**src/rtl/controle_pkg.sv**
```systemverilog
// -----------------------------------------------------------------------------
// controle_pkg
// Shared definitions for the multi-cycle control sequencer:
//   - 3-bit instruction opcodes (OP_ADD .. OP_ST)
//   - one-hot ALU operation selects (ALU_ADD, ALU_SUB, ALU_MUL, ALU_DIV, ALU_NOP)
//   - sequencer state enumeration
//   - alu_code_of(): opcode -> ALU select (ALU_NOP for non-ALU opcodes)
// -----------------------------------------------------------------------------
package controle_pkg;

   localparam logic [2:0] OP_ADD  = 3'b000;
   localparam logic [2:0] OP_SUB  = 3'b001;
   localparam logic [2:0] OP_DIV  = 3'b010;
   localparam logic [2:0] OP_MUL  = 3'b011;
   localparam logic [2:0] OP_CLR  = 3'b100;
   localparam logic [2:0] OP_STOP = 3'b101;
   localparam logic [2:0] OP_LD   = 3'b110;
   localparam logic [2:0] OP_ST   = 3'b111;

   localparam logic [3:0] ALU_ADD = 4'b1000;
   localparam logic [3:0] ALU_SUB = 4'b0100;
   localparam logic [3:0] ALU_MUL = 4'b0010;
   localparam logic [3:0] ALU_DIV = 4'b0001;
   localparam logic [3:0] ALU_NOP = 4'b0000;

   typedef enum logic [3:0] {
      IDLE,
      FETCH,
      DECODE,
      EXEC,
      ALU_WAIT,
      MEM,
      WB,
      CLEAR,
      HALT
   } state_t;

   function automatic logic [3:0] alu_code_of(input logic [2:0] op);
      logic [3:0] code;
      case (op)
         OP_ADD:  code = ALU_ADD;
         OP_SUB:  code = ALU_SUB;
         OP_MUL:  code = ALU_MUL;
         OP_DIV:  code = ALU_DIV;
         default: code = ALU_NOP;
      endcase
      return code;
   endfunction

endpackage

```
**src/rtl/sequenciador_controle_clear_counter.sv**
```systemverilog
// -----------------------------------------------------------------------------
// clear_counter
// Address generator for the data-memory clear sweep.
//   i_clk, i_rst_n : clock, asynchronous active-low reset
//   i_en           : advance one address (high for every CLEAR cycle)
//   o_addr         : current sweep address, 0 while idle
//   o_last         : o_addr is the final word (DEPTH-1)
// The counter folds back to 0 after the last word, so it is already at 0 when
// the next sweep starts and never walks past DEPTH-1.
// -----------------------------------------------------------------------------
module clear_counter #(
   parameter int DEPTH = 16,
   parameter int AW    = $clog2(DEPTH)
) (
   input  logic          i_clk,
   input  logic          i_rst_n,
   input  logic          i_en,
   output logic [AW-1:0] o_addr,
   output logic          o_last
);

   logic [AW-1:0] r_addr;

   assign o_last = (r_addr == AW'(DEPTH - 1));
   assign o_addr = r_addr;

   always_ff @(posedge i_clk or negedge i_rst_n) begin
      if (!i_rst_n) begin
         r_addr <= '0;
      end else if (i_en) begin
         r_addr <= o_last ? '0 : r_addr + 1'b1;
      end
   end

endmodule

```
**src/rtl/sequenciador_controle.sv**
```systemverilog
// -----------------------------------------------------------------------------
// sequenciador_controle
// Multi-cycle control sequencer for the 3-bit-opcode processor. Fetches an
// opcode, decodes it and steps the datapath enables through EXEC / ALU_WAIT /
// MEM / WB / CLEAR, waiting on handshakes from multi-cycle units.
//
// Ports:
//   clk, rst_n          clock (rising edge), asynchronous active-low reset
//   start               leave IDLE and begin fetching
//   imem_ready, opcode  instruction handshake and opcode from instruction memory
//   alu_done            multi-cycle MUL/DIV result ready
//   mem_ready           data-memory access complete
//   imem_req, pc_inc    fetch request, one-cycle PC increment
//   alu_code, alu_start ALU select, one-cycle MUL/DIV launch
//   mem_en, mem_we      data-memory enable and write (1) / read (0)
//   mem_to_reg, reg_we  write-back source select and register write
//   clr_we, clr_addr    clear-sweep write strobe and address
//   busy, halted, error status
//
// Build option: MEM_TIMEOUT_EN adds a MEM watchdog. After TIMEOUT cycles in MEM
// without mem_ready the sequencer halts with error=1. Without it MEM waits
// indefinitely and error is constant 0.
//
// Every output is a flop loaded from the decode of the next state and next IR,
// so each output is a clean Moore function of the state it belongs to.
// -----------------------------------------------------------------------------
module sequenciador_controle
   import controle_pkg::*;
#(
   parameter  int DEPTH   = 16,
   parameter  int TIMEOUT = 64,
   localparam int AW      = $clog2(DEPTH)
) (
   input  logic          clk,
   input  logic          rst_n,
   input  logic          start,
   input  logic          imem_ready,
   input  logic [2:0]    opcode,
   input  logic          alu_done,
   input  logic          mem_ready,
   output logic          imem_req,
   output logic          pc_inc,
   output logic [3:0]    alu_code,
   output logic          alu_start,
   output logic          mem_en,
   output logic          mem_we,
   output logic          mem_to_reg,
   output logic          reg_we,
   output logic          clr_we,
   output logic [AW-1:0] clr_addr,
   output logic          busy,
   output logic          halted,
   output logic          error
);

   state_t     r_state, w_next;
   logic [2:0] r_ir, w_ir_next;
   logic       w_clr_last;
   logic       w_to_hit;

   clear_counter #(.DEPTH(DEPTH), .AW(AW)) u_clear_counter (
      .i_clk   (clk),
      .i_rst_n (rst_n),
      .i_en    (r_state == CLEAR),
      .o_addr  (clr_addr),
      .o_last  (w_clr_last)
   );

`ifdef MEM_TIMEOUT_EN
   localparam int TW = $clog2(TIMEOUT + 1);
   logic [TW-1:0] r_to_cnt;

   // Counts completed MEM cycles; fires on the TIMEOUT-th cycle without mem_ready.
   assign w_to_hit = (r_state == MEM) && !mem_ready && (r_to_cnt == TW'(TIMEOUT - 1));

   always_ff @(posedge clk or negedge rst_n) begin
      if (!rst_n) begin
         r_to_cnt <= '0;
      end else if ((r_state == MEM) && (w_next == MEM)) begin
         r_to_cnt <= r_to_cnt + 1'b1;
      end else begin
         r_to_cnt <= '0;
      end
   end
`else
   // No watchdog: MEM waits as long as it takes, TIMEOUT has no effect.
   assign w_to_hit = 1'b0 && (TIMEOUT > 0);
`endif

   // Next state and IR.
   always_comb begin
      w_next    = r_state;
      w_ir_next = r_ir;
      case (r_state)
         IDLE:     if (start) w_next = FETCH;
         FETCH: begin
            if (imem_ready) begin
               w_ir_next = opcode;
               w_next    = DECODE;
            end
         end
         DECODE: begin
            case (r_ir)
               OP_ADD, OP_SUB: w_next = EXEC;
               OP_DIV, OP_MUL: w_next = ALU_WAIT;
               OP_CLR:         w_next = CLEAR;
               OP_LD, OP_ST:   w_next = MEM;
               default:        w_next = HALT;
            endcase
         end
         EXEC:     w_next = WB;
         ALU_WAIT: if (alu_done) w_next = WB;
         MEM: begin
            if (mem_ready) begin
               w_next = (r_ir == OP_LD) ? WB : FETCH;
            end else if (w_to_hit) begin
               w_next = HALT;
            end
         end
         WB:       w_next = FETCH;
         CLEAR:    if (w_clr_last) w_next = FETCH;
         HALT:     w_next = HALT;
         default:  w_next = IDLE;
      endcase
   end

   // Output decode of the state being entered.
   logic       w_imem_req, w_pc_inc, w_alu_start, w_mem_en, w_mem_we;
   logic       w_mem_to_reg, w_reg_we, w_clr_we, w_busy, w_halted;
   logic [3:0] w_alu_code;

   always_comb begin
      w_imem_req   = (w_next == FETCH);
      w_pc_inc     = (w_next == DECODE);
      w_alu_code   = ALU_NOP;
      if ((w_next == EXEC) || (w_next == ALU_WAIT) || (w_next == WB)) begin
         w_alu_code = alu_code_of(w_ir_next);
      end
      // Launch only on entry; staying in ALU_WAIT keeps alu_start low.
      w_alu_start  = (w_next == ALU_WAIT) && (r_state != ALU_WAIT);
      w_mem_en     = (w_next == MEM);
      w_mem_we     = (w_next == MEM) && (w_ir_next == OP_ST);
      w_mem_to_reg = (w_next == WB) && (w_ir_next == OP_LD);
      w_reg_we     = (w_next == WB);
      w_clr_we     = (w_next == CLEAR);
      w_busy       = (w_next != IDLE) && (w_next != HALT);
      w_halted     = (w_next == HALT);
   end

   always_ff @(posedge clk or negedge rst_n) begin
      if (!rst_n) begin
         r_state    <= IDLE;
         r_ir       <= 3'b000;
         imem_req   <= 1'b0;
         pc_inc     <= 1'b0;
         alu_code   <= ALU_NOP;
         alu_start  <= 1'b0;
         mem_en     <= 1'b0;
         mem_we     <= 1'b0;
         mem_to_reg <= 1'b0;
         reg_we     <= 1'b0;
         clr_we     <= 1'b0;
         busy       <= 1'b0;
         halted     <= 1'b0;
         error      <= 1'b0;
      end else begin
         r_state    <= w_next;
         r_ir       <= w_ir_next;
         imem_req   <= w_imem_req;
         pc_inc     <= w_pc_inc;
         alu_code   <= w_alu_code;
         alu_start  <= w_alu_start;
         mem_en     <= w_mem_en;
         mem_we     <= w_mem_we;
         mem_to_reg <= w_mem_to_reg;
         reg_we     <= w_reg_we;
         clr_we     <= w_clr_we;
         busy       <= w_busy;
         halted     <= w_halted;
         // Sticky until reset; HALT is only left through reset anyway.
         error      <= error | w_to_hit;
      end
   end

endmodule

```
**config.mk**
```make
export PLATFORM = sky130hd
export DESIGN_NAME = sequenciador_controle
export DESIGN_NICKNAME = d
export VERILOG_FILES = /design/src/rtl/controle_pkg.sv /design/src/rtl/sequenciador_controle_clear_counter.sv /design/src/rtl/sequenciador_controle.sv
export SDC_FILE = /design/constraint.sdc
export NUM_CORES = 1
export LEC_CHECK = 0
export ABC_CLOCK_PERIOD_IN_PS = 2000
export BUFFER_PORTS_ARGS = -buffer_cell sky130_fd_sc_hd__buf_4
export CAP_MARGIN = 15
export CORE_MARGIN = 4
export CORE_UTILIZATION = 47
export DETAILED_ROUTE_END_ITERATION = 10
export HOLD_SLACK_MARGIN = 0.02
export PLACE_DENSITY = 0.77
export SYNTH_ARGS = -nofsm -noshare
export SYNTH_HDL_FRONTEND = slang
export SYNTH_SLANG_ARGS = --single-unit
```
**constraint.sdc**
```tcl
create_clock -name clk -period 2 [get_ports clk]
set_clock_uncertainty 0.2 [all_clocks]
set_input_delay 0.1 -clock clk [delete_from_list [all_inputs] [get_ports clk]]
set_output_delay 0.1 -clock clk [all_outputs]
set_load 0.05 [all_outputs]
```
# Word-level counts from Yosys, hierarchy flattened
# Cells that the tools add are included.
# Widths: inputs -> output; s select.
# totals
output_inout_bits	19
ff_bits	25
word_cells	71
inputBits	9
# op_classes
n_mux	13
addsub	1
eq_ne	30
n_reduce_logical	13
# op_table
op	n
$pmux 4 s9	1
$eq 4x3->1 const B	8
$pmux 4 s4	2
$mux 4	7
$eq 4x2->1 const B	4
$eq 3x3->1 const B	5
$eq 3x2->1 const B	4
$eq 4x4->1 const B	3
$mux 3	3
$eq 4x1->1 const B	2
$eq 3x1->1 const B	2
$logic_not 3->1	2
$reduce_or 2->1	3
$add 4x1->4 const B	1
$logic_and 1x1->1	4
$logic_not 4->1	1
$ne 4x3->1 const B	1
$ne 4x4->1 const B	1
$reduce_bool 4->1	1
$logic_or 1x1->1	2

# Longest topological paths before layout
# logic_depth
word_depth	8
depth_mapped	8
ltp_nobuf	7

# Modules after synthesis
# From an unflattened synthesis, not the netlist that was laid out.
# unflattened
hier_cells	114
area_unflattened_um2	1233.7
# by_module_without_submodules
mod	n_inst	cells_each	seq_area_each_um2	area_each_um2
sequenciador_controle	1	99	525.5	1048.5
clear_counter	1	15	100.1	185.2

# Worst setup path after synthesis
# No wires, ideal clock.
# synth_path
path_kind	register to register
startpoint	register u_clear_counter.r_addr[0], in the netlist u_clear_counter.o_addr[0]
endpoint	register alu_code[0]
t_arrival_ns	2.278
setup_ns	0.101
n_path_buf	1
stages_incl_launch_ff	8
period_less_slack_ns	2.579
setup_slack_ns	-0.579
required_ns	1.699
path_cell_list	dfrtp_1 ha_1 nand3_1 o2111a_1 or4b_4 buf_6 nor2b_4 nor4_1
# synth_via
elab_chain_cells	7
elab_cells_between_ends	9
classes_between	eq/ne: 4; mux: 3; reduce/logical: 2
# synth_rtl
item	line	source
start, declared	sequenciador_controle_clear_counter.sv:22	logic [AW-1:0] r_addr;
start signal, assigned	sequenciador_controle_clear_counter.sv:31	r_addr <= o_last ? '0 : r_addr + 1'b1;
$eq 4x4->1 *	sequenciador_controle_clear_counter.sv:24	assign o_last = (r_addr == AW'(DEPTH - 1));
$mux 4 *	sequenciador_controle.sv:121	CLEAR: if (w_clr_last) w_next = FETCH;
$pmux 4 s9 *	sequenciador_controle.sv:94	case (r_state)
named net w_next[2]	sequenciador_controle.sv:56	state_t r_state, w_next;
$eq 4x2->1 / $eq 4x3->1 (equally long branches)	sequenciador_controle.sv:136	if ((w_next == EXEC) || (w_next == ALU_WAIT) || (w_next == WB)) begin
$logic_or 1x1->1	sequenciador_controle.sv:136	
$logic_or 1x1->1 *	sequenciador_controle.sv:136	
$mux 4 *	sequenciador_controle.sv:136	
named net w_alu_code[0]	sequenciador_controle.sv:130	logic [3:0] w_alu_code;
end signal, assigned	sequenciador_controle.sv:171	alu_code <= w_alu_code;
end, declared	sequenciador_controle.sv:43	output logic [3:0] alu_code,
# Mark *: on every way through the listed nets, which the timed path passes. The rest lies on a longest branch.
# A chain may end at the register's enable or synchronous reset.

# Worst setup path in the final report
# layout_path
startpoint	register u_clear_counter.r_addr[0], in the netlist u_clear_counter.o_addr[0]
endpoint	register mem_we
# layout_via
elab_chain_cells	5
# layout_rtl
item	line	source
$eq 4x4->1	sequenciador_controle_clear_counter.sv:24	
$mux 4	sequenciador_controle.sv:121	
$pmux 4 s9	sequenciador_controle.sv:94	
$eq 4x3->1	sequenciador_controle.sv:142	w_mem_we = (w_next == MEM) && (w_ir_next == OP_ST);
$logic_and 1x1->1	sequenciador_controle.sv:142	
named net w_mem_we	sequenciador_controle.sv:128	logic w_imem_req, w_pc_inc, w_alu_start, w_mem_en, w_mem_we;
end signal, assigned	sequenciador_controle.sv:174	mem_we <= w_mem_we;
end, declared	sequenciador_controle.sv:46	output logic mem_we,
# The timed path passes the listed nets, and every way through them passes these cells.

==> results_dict.tcl <==
set metrics [dict create \
    drt-total-wl_um 2467 \
    fmax_mhz 476.6 \
    worstSetupEndpoint "mem_we$_DFF_PN0_" \
    die_area_mm2 0.003419 \
    critPathLaunchType "register" \
    fin_nets 167 \
    htreeDepth 1 \
    track_usage 0.1582 \
    first_global_vias 912 \
    syn_area_mm2 0.001197 \
    rsz0062_at_grt "true" \
    synth.most_common_cell "dfrtp_1" \
    ys_warn_count 0 \
    synth_area_leaders "dfrtp_1, o21ai_0, nand2_1" \
    ff2ff_path_depth 6 \
    io_buffers 26 \
    slew_viol_final 0 \
    crit_start "u_clear_counter.o_addr[0]$_DFFE_PN0N_" \
    path_clk_slew_ns 0.15 \
    antenna_found_initial 0 \
    dieHeight_um 58.48 \
    min_period_ns 2.098 \
    drc 0 \
    globalplace.congestion 0.7708 \
    syn_inst 116 \
    ff2ff_setup_slack_ns -0.1 \
    overflow 0 \
    ys_seq_area_frac 0.5225 \
    antenna_cells 0 \
    areaGrowthSynthToFinish_pct 38.98 \
    p_int_mw 1.442 \
    netSwitchingPower_mw 1.321 \
    p_leak_nw 0.7659 \
    dp_hpwl_um 1784 \
    synth_edf_count 0 \
    status "finished, violations left" \
    critPathMaxStageDelay_ns 0.56 \
    path_class "reg2reg" \
    hp-class "in2reg" \
    cp-end-kind "register" \
    drt_iter0_markers 35 \
    fin_crit_sh 1.049 \
    syn_area_per_cell_um2 10.32 \
    maxCapViolCount 0 \
    power.density_mw_per_mm2 1660 \
    cp_num_buf_inv 0 \
    coreArea_mm2 0.002455 \
    async_flop_share 1.000 \
    num_vias 981 \
    cts_tree "yes" \
    worstPathMaxFanout 6 \
    yosys.area.top_type "dfrtp_1" \
    p_comb_frac 0.605 \
    ys_ff_latch 25 \
    ir_drop_uv 1320 \
    cp_top_family "simple AND/OR/NAND/NOR gates" \
    cts_max_path_buffers 2 \
    placed_cell_area_mm2 0.001481 \
    cp.required_ns 2.02 \
    violations "negative setup slack" \
    drtAntennaViolNets 0 \
    grt_max_degree 26 \
    r2r-end "mem_we$_DFF_PN0_" \
    syn-num-nets 126 \
    total_power_mw 2.763 \
    yosysUniqueCellTypes 42 \
    seqPwrFrac 0.307 \
    pre_cts_ws_ns -0.1371 \
    fill_cells 190 \
    grt_pass1_wl_um 4071 \
    fin_area_mm2 0.001664 \
    num_rows 18 \
    start_util 0.4878 \
    synth_top_area_share 0.5225 \
    numCtsBuffers 3 \
    synth_common_cells "dfrtp_1, nand2_1, o21ai_0" \
    r2r_start "u_clear_counter.o_addr[0]$_DFFE_PN0N_" \
    cts.sinks 25 \
    die_x_um 58.48 \
    fin_hold_ws_ns 0.06810 \
    arrival_ns 2.11 \
    path_cells "ha_4 > nand3_2 > o2111a_1 > or4b_4 > nor2b_4 > nor4bb_4" \
    sw_frac_of_total 0.4781 \
    synth_ff_type "dfrtp_1" \
    pwr-share-clk 0.088 \
    crit_cells 6 \
    ios 28 \
    root_buffer "clkbuf_4" \
    dr.pass1.iters 4 \
    via_per_inst 5.274 \
    wire_per_inst_um 13.26 \
    setup_viol 10 \
    slowest_stage "or4b_4" \
    finalWorstSetupSlack_ns -0.09817 \
    clk-insertion-delay-late_ns 0.32 \
    drive_gt1_frac 0.4231 \
    hold_violations 0 \
]
## worst min-delay path, cell delays in order
cell and delay, ns:
buf_4 0.11, and3_1 0.17, buf_4 0.18
## repair_timing
item / 4_1_cts / 5_1_grt
hold endpoints to repair: 34 / 0
pin swaps: 3 / 3
resized for setup: 7 / 7
endpoints found under the setup margin: 11 / 11
hold buffers: 6 / 0
buffers inserted: 0 / 1
## power groups by stage
stage,clock [mW],combinational [mW],sequential (mW)
floorplan,0,0.742,1.17
global placement,0,1.46,0.847
detailed placement,0,1.49,0.855
CTS,0.254,1.58,0.845
global route,0.281,1.80,0.876
finish,0.244,1.67,0.848
## area by class of cell
type / instances / area, µm² / area share
repair buffers: 44 / 352.8 / 0.2120
inverters: 6 / 22.52 / 0.01353
clock buffers: 3 / 22.52 / 0.01353
multi-input cells: 77 / 589.3 / 0.3541
clock inverters: 1 / 8.758 / 0.005263
flip-flops and latches: 25 / 630.6 / 0.3789
well taps: 30 / 37.54 / 0.02256
## metal layers
layer / track usage / part of all wire / vias up
li1: - / - / 486
met3: 0.02412 / 0.048 / 4
met4: 0.1026 / 0.021 / 0
met1: 0.1924 / 0.40 / 468
met2: 0.2600 / 0.53 / 23
met5: 0 / 0 / -
## cells by family after synthesis
group / synth area share
AO/OA/AOI/OAI: 0.08673
XOR/XNOR: 0.007316
adder cells (fa/ha/maj): 0.01045
buffers and inverters: 0.05642
flip-flops: 0.5225
multiplexers: 0.03657
other: 0.003132
AND/OR/NAND/NOR: 0.2769
## worst min path at each step
| stage | startpoint | endpoint | slack (ns) | cells after the start |
|---|---|---|---|---|
| 2_1_floorplan | rst_n | alu_code[0]$_DFF_PN0_ | -0.40 | 0 |
| 3_3_place_gp | rst_n | clr_we$_DFF_PN0_ | -0.18 | 1 |
| 3_5_place_dp | rst_n | u_clear_counter.o_addr[3]$_DFFE_PN0N_ | -0.18 | 1 |
| 4_1_cts | imem_ready | pc_inc$_DFF_PN0_ | 0.05 | 3 |
| 5_1_grt | imem_ready | pc_inc$_DFF_PN0_ | 0.05 | 3 |
| 6_report | imem_ready | pc_inc$_DFF_PN0_ | 0.07 | 3 |
## cell usage in the layout (no fill, tap or decap), types with 3 or more instances in the layout
cell / instances
nand2_1: 8
nor2b_1: 4
dlygate4sd3_1: 6
nor4_2: 5
inv_1: 4
nor2_1: 5
and2_1: 4
o21ai_0: 8
dfrtp_1: 21
buf_4: 37
clkbuf_4: 3
a21oi_1: 3
dfrtp_2: 4
nor3_1: 3
mux2_2: 3
## stage by stage
stage               utilization  TNS, ns  cells
finish                   0.6779  -0.6143    186
floorplan                     -   -2.773    116
CTS                      0.6549  -0.7659    184
detailed placement       0.6035  -0.5272    174
global route             0.6779   -1.149    186
global placement         0.6035  -0.1691    174
Note: power is estimated with default switching activity, not from simulation.
